<file path="src/rtl/zpu_sd_sequencer.sv">
`default_nettype none
// ============================================================================
//  Module   : zpu_sd_sequencer
//  Purpose  : Multi-sector SD block transfer sequencer between the ZPU
//             register interface and the hps_io sd_* handshake. Owns the
//             sector-buffer port B pointer, LBA stepping, per-sector CPU
//             pacing, completion status and the ack-wait timeout.
//  Revision : 1.0  initial release
// ============================================================================
module zpu_sd_sequencer #(
  parameter int TIMEOUT_W = 24,
  parameter int ADDR_W    = 9
) (
  input  logic              clk_sys,
  input  logic              reset,
  input  logic              cmd_lba_wr,
  input  logic [31:0]       cmd_data,
  input  logic [7:0]        cmd_count,
  input  logic              cmd_rd,
  input  logic              cmd_wr,
  input  logic              cmd_next,
  input  logic              cmd_abort,
  input  logic              buf_rst,
  input  logic              buf_data_wr,
  input  logic              buf_data_rd,
  output logic [ADDR_W-1:0] buf_addr,
  output logic              buf_we,
  output logic [31:0]       sd_lba,
  output logic              sd_rd,
  output logic              sd_wr,
  input  logic              sd_ack,
  output logic              busy,
  output logic              sector_ready,
  output logic              done,
  output logic              timeout_err,
  output logic [7:0]        sectors_left
);

  typedef enum logic [1:0] {
    S_IDLE      = 2'd0,
    S_REQ       = 2'd1,
    S_XFER      = 2'd2,
    S_SECT_WAIT = 2'd3
  } state_t;

  state_t              state_q, state_d;
  logic                dir_rd_q, dir_rd_d;
  logic [7:0]          left_q, left_d;
  logic [31:0]         lba_q, lba_d;
  logic [ADDR_W-1:0]   addr_q, addr_d;
  logic                we_q, we_d;
  logic                rd_q, rd_d;
  logic                wr_q, wr_d;
  logic                done_q, done_d;
  logic                terr_q, terr_d;
  logic [TIMEOUT_W-1:0] cnt_q, cnt_d;

  logic [TIMEOUT_W-1:0] cnt_inc;
  logic [ADDR_W-1:0]    addr_base;

  // Next-state, request and buffer-pointer logic
  always_comb begin
    state_d  = state_q;
    dir_rd_d = dir_rd_q;
    left_d   = left_q;
    lba_d    = lba_q;
    addr_d   = addr_q;
    we_d     = 1'b0;
    rd_d     = rd_q;
    wr_d     = wr_q;
    done_d   = done_q;
    terr_d   = terr_q;
    cnt_d    = cnt_q;
    cnt_inc  = cnt_q + {{(TIMEOUT_W-1){1'b0}}, 1'b1};
    // A write strobe holds the address for its cycle; the step lands one edge later.
    addr_base = addr_q + {{(ADDR_W-1){1'b0}}, we_q};

    // CPU owns the buffer pointer only while hps is not transferring.
    if (state_q == S_IDLE || state_q == S_SECT_WAIT) begin
      addr_d = addr_base;
      if (buf_rst) begin
        addr_d = '0;
      end else if (buf_data_wr) begin
        we_d = 1'b1;
      end else if (buf_data_rd) begin
        addr_d = addr_base + {{(ADDR_W-1){1'b0}}, 1'b1};
      end
    end

    case (state_q)
      S_IDLE: begin
        if (cmd_lba_wr) begin
          lba_d = cmd_data;
        end
        if (cmd_rd || cmd_wr) begin
          dir_rd_d = cmd_rd;
          left_d   = cmd_count;
          done_d   = 1'b0;
          terr_d   = 1'b0;
          if (cmd_count == 8'd0) begin
            done_d = 1'b1;
          end else begin
            state_d = S_REQ;
            addr_d  = '0;
            we_d    = 1'b0;
            cnt_d   = '0;
            rd_d    = cmd_rd;
            wr_d    = ~cmd_rd;
          end
        end
      end
      S_REQ: begin
        if (sd_ack) begin
          rd_d    = 1'b0;
          wr_d    = 1'b0;
          state_d = S_XFER;
        end else if (&cnt_inc) begin
          rd_d    = 1'b0;
          wr_d    = 1'b0;
          terr_d  = 1'b1;
          done_d  = 1'b1;
          state_d = S_IDLE;
        end else begin
          cnt_d = cnt_inc;
        end
      end
      S_XFER: begin
        if (!sd_ack) begin
          left_d = left_q - 8'd1;
          if (left_q == 8'd1) begin
            done_d  = 1'b1;
            state_d = S_IDLE;
          end else begin
            state_d = S_SECT_WAIT;
          end
        end
      end
      S_SECT_WAIT: begin
        if (cmd_abort) begin
          done_d  = 1'b1;
          state_d = S_IDLE;
        end else if (cmd_next) begin
          lba_d   = lba_q + 32'd1;
          addr_d  = '0;
          we_d    = 1'b0;
          cnt_d   = '0;
          rd_d    = dir_rd_q;
          wr_d    = ~dir_rd_q;
          state_d = S_REQ;
        end
      end
      default: state_d = S_IDLE;
    endcase
  end

  // State and output registers with synchronous reset
  always_ff @(posedge clk_sys) begin
    if (reset) begin
      state_q  <= S_IDLE;
      dir_rd_q <= 1'b0;
      left_q   <= 8'd0;
      lba_q    <= 32'd0;
      addr_q   <= '0;
      we_q     <= 1'b0;
      rd_q     <= 1'b0;
      wr_q     <= 1'b0;
      done_q   <= 1'b0;
      terr_q   <= 1'b0;
      cnt_q    <= '0;
    end else begin
      state_q  <= state_d;
      dir_rd_q <= dir_rd_d;
      left_q   <= left_d;
      lba_q    <= lba_d;
      addr_q   <= addr_d;
      we_q     <= we_d;
      rd_q     <= rd_d;
      wr_q     <= wr_d;
      done_q   <= done_d;
      terr_q   <= terr_d;
      cnt_q    <= cnt_d;
    end
  end

  assign buf_addr     = addr_q;
  assign buf_we       = we_q;
  assign sd_lba       = lba_q;
  assign sd_rd        = rd_q;
  assign sd_wr        = wr_q;
  assign busy         = (state_q != S_IDLE);
  assign sector_ready = (state_q == S_SECT_WAIT);
  assign done         = done_q;
  assign timeout_err  = terr_q;
  assign sectors_left = left_q;

endmodule
`default_nettype wire

</file>
<file path="config.mk">
export PLATFORM = sky130hd
export DESIGN_NAME = zpu_sd_sequencer
export DESIGN_NICKNAME = d
export VERILOG_FILES = /design/src/rtl/zpu_sd_sequencer.sv
export SDC_FILE = /design/constraint.sdc
export NUM_CORES = 1
export LEC_CHECK = 0
export BUFFER_PORTS_ARGS = -buffer_cell sky130_fd_sc_hd__buf_2
export CORE_MARGIN = 2
export CORE_UTILIZATION = 50
export DETAILED_ROUTE_END_ITERATION = 7
export PLACE_DENSITY = 0.74
export REMOVE_ABC_BUFFERS = 1
export SYNTH_ARGS = -nofsm -noshare
export SYNTH_HDL_FRONTEND = slang
export SYNTH_SLANG_ARGS = --single-unit
</file>
<file path="constraint.sdc">
create_clock -name clk_sys -period 3.2 [get_ports clk_sys]
set_input_delay 0.64 -clock clk_sys [delete_from_list [all_inputs] [get_ports clk_sys]]
set_output_delay 0.64 -clock clk_sys [all_outputs]
set_load 0.02 [all_outputs]
</file>
==> summary.txt <==
Cells and area
  – Layout area overhead: 15.07%
  – Share of layout cells above drive strength 1: a little under a fifth
  – Nets: ~860
  – Final non-filler cell total: just over 900
  – Util after Layout: between 50 and 60%
  – Antenna Cells: 0
  – Fin area: ~0.006 mm2

Critical path
  – WS Path Type: flop to flop
  – Required time worst endpoint: ~3.5 ns
  – Critical-path top delay cell: dfxtp_1
  – Worst setup SP type: flop
  – Worst R2R Path Depth: 8
  – Slowest stage delay, CP: ~0.48 ns
  – Flop-to-flop setup slack: between 0.2 and 0.25 ns
  – Setup crit end kind: flop
  – Critical path fanouts, max: 11
  – Crit path max-delay family: compound AO/OA/AOI/OAI gates
  – Worst Path Buf+Inv: 0
  – Worst-path cell chain: ha_1, nand2_1, or4_4, a221oi_2, o2111a_2, nand2_2, a211o_1, a31o_1
  – Critical Path AT: 3.24 ns
  – CP Depth: 8

STA
  – Fmax: between 0.3 and 0.4 GHz
  – Max-Slew Margin vs Limit: ~55%
  – Tcrit/Tclk final: just over 90%
  – Final worst slack: between 0.2 and 0.25 ns
  – Final hold vios: 0
  – RSZ-0062 raised after global routing: no
  – Slew Viols, Final: 0
  – Slew @ Worst Pin: 0.6686 ns
  – Worst Skew: approximately 0.0098 ns
  – Setup violations, final: 0
  – Min Hold Slack: between 0.4 and 0.5 ns
  – Tmin final: approximately 3 ns

Drt
  – Drt pass-1 iters: 5
  – DRC errors left: 0
  – DR vias: about 5700
  – Drt via density: between 6 and 7
  – Antenna viol nets, final: 0
  – Drt total wl: approximately 14 mm
  – First DRT Iteration DRCs: ~390
  – Drt wl/cell: 15.44 um

CTS
  – CTS root buf: clkbuf_8
  – H-tree Lvls: 3
  – CTS sink count: 81
  – Hold Buf Count CTS: 0
  – Clock Latency Late Sink: about 0.36 ns
  – CTS tree: built
  – Clock Tree Buf Depth: 2
  – Post-CTS Setup Bufs: 0
  – Worst-path clk slew: around 0.08 ns
  – TritonCTS Buffers: 9
  – Resized cells post-CTS: 0

Pwr
  – Power Dens Cells: 453.1 mW/mm2
  – P_leak: 0.002335 uW
  – Peak supply drop: ~0.00029 V

Placement
  – Cell total after placement: 918
  – I/O Buffers: 106
  – DPL Wire Length: between 10 and 15 mm
  – DP Area: around 0.0058 mm2
  – GP Congestion: between 0.9 and 1
  – Place WS: a little under 0.3 ns

Yosys
  – Asr flop ratio synth: 0%
  – Yosys top cell area share: a little under a third
  – Most common cell in the netlist: nand2_1
  – Syn Inst Count: between 700 and 800
  – Mapped Area: 0.005172 mm2
  – Synth area leader: dfxtp_1
  – EDFF count, synth: 0
  – Register area share after synthesis: 31.35%
  – Avg Inst Size Synth: 7.275 um2
  – Post-synth top cells: nand2_1, dfxtp_1, a21oi_1, nor2_1, o21ai_0
  – Synth unique cells: 67
  – Ys flop type: dfxtp_1
  – Synth area leaders: dfxtp_1, a21oi_1, nand2_1, o21ai_0, nor2_1
  – Seq cells post-synth: 81
  – Ys Warns: 0

Floorplan
  – Core footprint: 0.01018 mm2
  – Die area: ~0.011 mm2
  – Row count: 37
  – Initial Util: 50.79%
  – Die span in y: between 100 and 150 um
  – IO Count: 107
  – Die Wd: around 110 um

Flow run
  – MaxCap Viol Count: 0

Global routing
  – Overflow after GRT: 0
  – Largest net degree at the start of global routing: 64
  – Initial antenna violation count: 0
  – Number of global-route vias before repair: approximately 5100
  – First-pass GRT wire length: 23.85 mm
  – Tot GR Track Use: 25.68%

Worst hold path
  – Worst hold-check path type: flop to flop
  – Depth of the worst hold-timing path: 2

Outcome
  – Status: finished, final reports clean
## layer usage
| metal | vias up | part of all wire, % | global-route usage (%) |
|---|---|---|---|
| met4 | 0 | 1.8 | 9.305 |
| met1 | 2683 | 45 | 35.02 |
| met5 | - | 0 | 0 |
| met2 | 204 | 47 | 41.57 |
| li1 | 2754 | - | - |
| met3 | 23 | 6.6 | 3.401 |
## final cells by class
class / instances / area [um2]
repair buffers: 118 / 620.6
clock inverters: 3 / 17.52
multi-input cells: 553 / 3264
clock buffers: 12 / 145.1
fillers: 985 / 4233
flip-flops and latches: 81 / 1622
inverters: 30 / 112.6
well taps: 136 / 170.2
## worst reg2reg max path, cell delays in order, from the launching register on
cell and delay, ns:
dfxtp_1 0.48, ha_1 0.41, nand2_1 0.19, or4_4 0.45, a221oi_2 0.27, o2111a_2 0.30
nand2_2 0.18, a211o_1 0.37, a31o_1 0.22
## cells in the final DEF, fill, tap and decap left out, drive strengths merged, types with 5 or more instances in the layout
master | netlist | layout
a22oi | 9 | 9
nor2b | 11 | 11
and2 | 13 | 13
o22ai | 12 | 12
nand4 | 14 | 14
and3 | 15 | 15
or4 | 9 | 9
a21o | 5 | 5
buf | 7 | 118
a31oi | 8 | 8
a21oi | 67 | 67
dfxtp | 81 | 81
ha | 13 | 13
nand2 | 88 | 88
o21ai | 59 | 59
o31ai | 7 | 7
mux2i | 10 | 10
clkbuf | 40 | 12
nand3 | 36 | 36
a211oi | 22 | 22
nor2 | 54 | 54
or3 | 9 | 9
nand4b | 6 | 6
nor3 | 23 | 23
inv | 30 | 30
## sequential cells by signal (all words and copies together), names as in the netlist, 2 cells and up
signal        count
sd_lba           32
buf_addr          9
state_q           2
sectors_left      8
cnt_q            24
## report_power, final
part	internal (uW)	switching, uW	total (uW)
combinational	294	509	803
clock	297	378	675
sequential	1100	115	1220
total	1700	1000	2700
## worst paths after layout
path / startpoint / endpoint
max: cnt_q[0] / state_q[1]
min: done / done
max reg2reg: cnt_q[0] / state_q[1]
min reg2reg: done / done
## cells by family after synthesis
family	Yosys count	share of synthesized area (%)
AOI/OAI and AO/OA	223	26.85
DFF	81	31.35
and+or+nand+nor	300	29.68
muxes	10	1.935
buffers and inverters	77	5.830
adders and majority gates	14	3.338
xor gates and xnor gates	6	1.016
## stage by stage
step | total power, uW | TNS [ns]
after floorplan | 1746 | -71.72
after global placement | 2010 | 0
after detailed placement | 2036 | 0
after CTS | 2707 | 0
after global routing | 2848 | 0
final | 2697 | 0
Power figures use the tool's default switching activity.
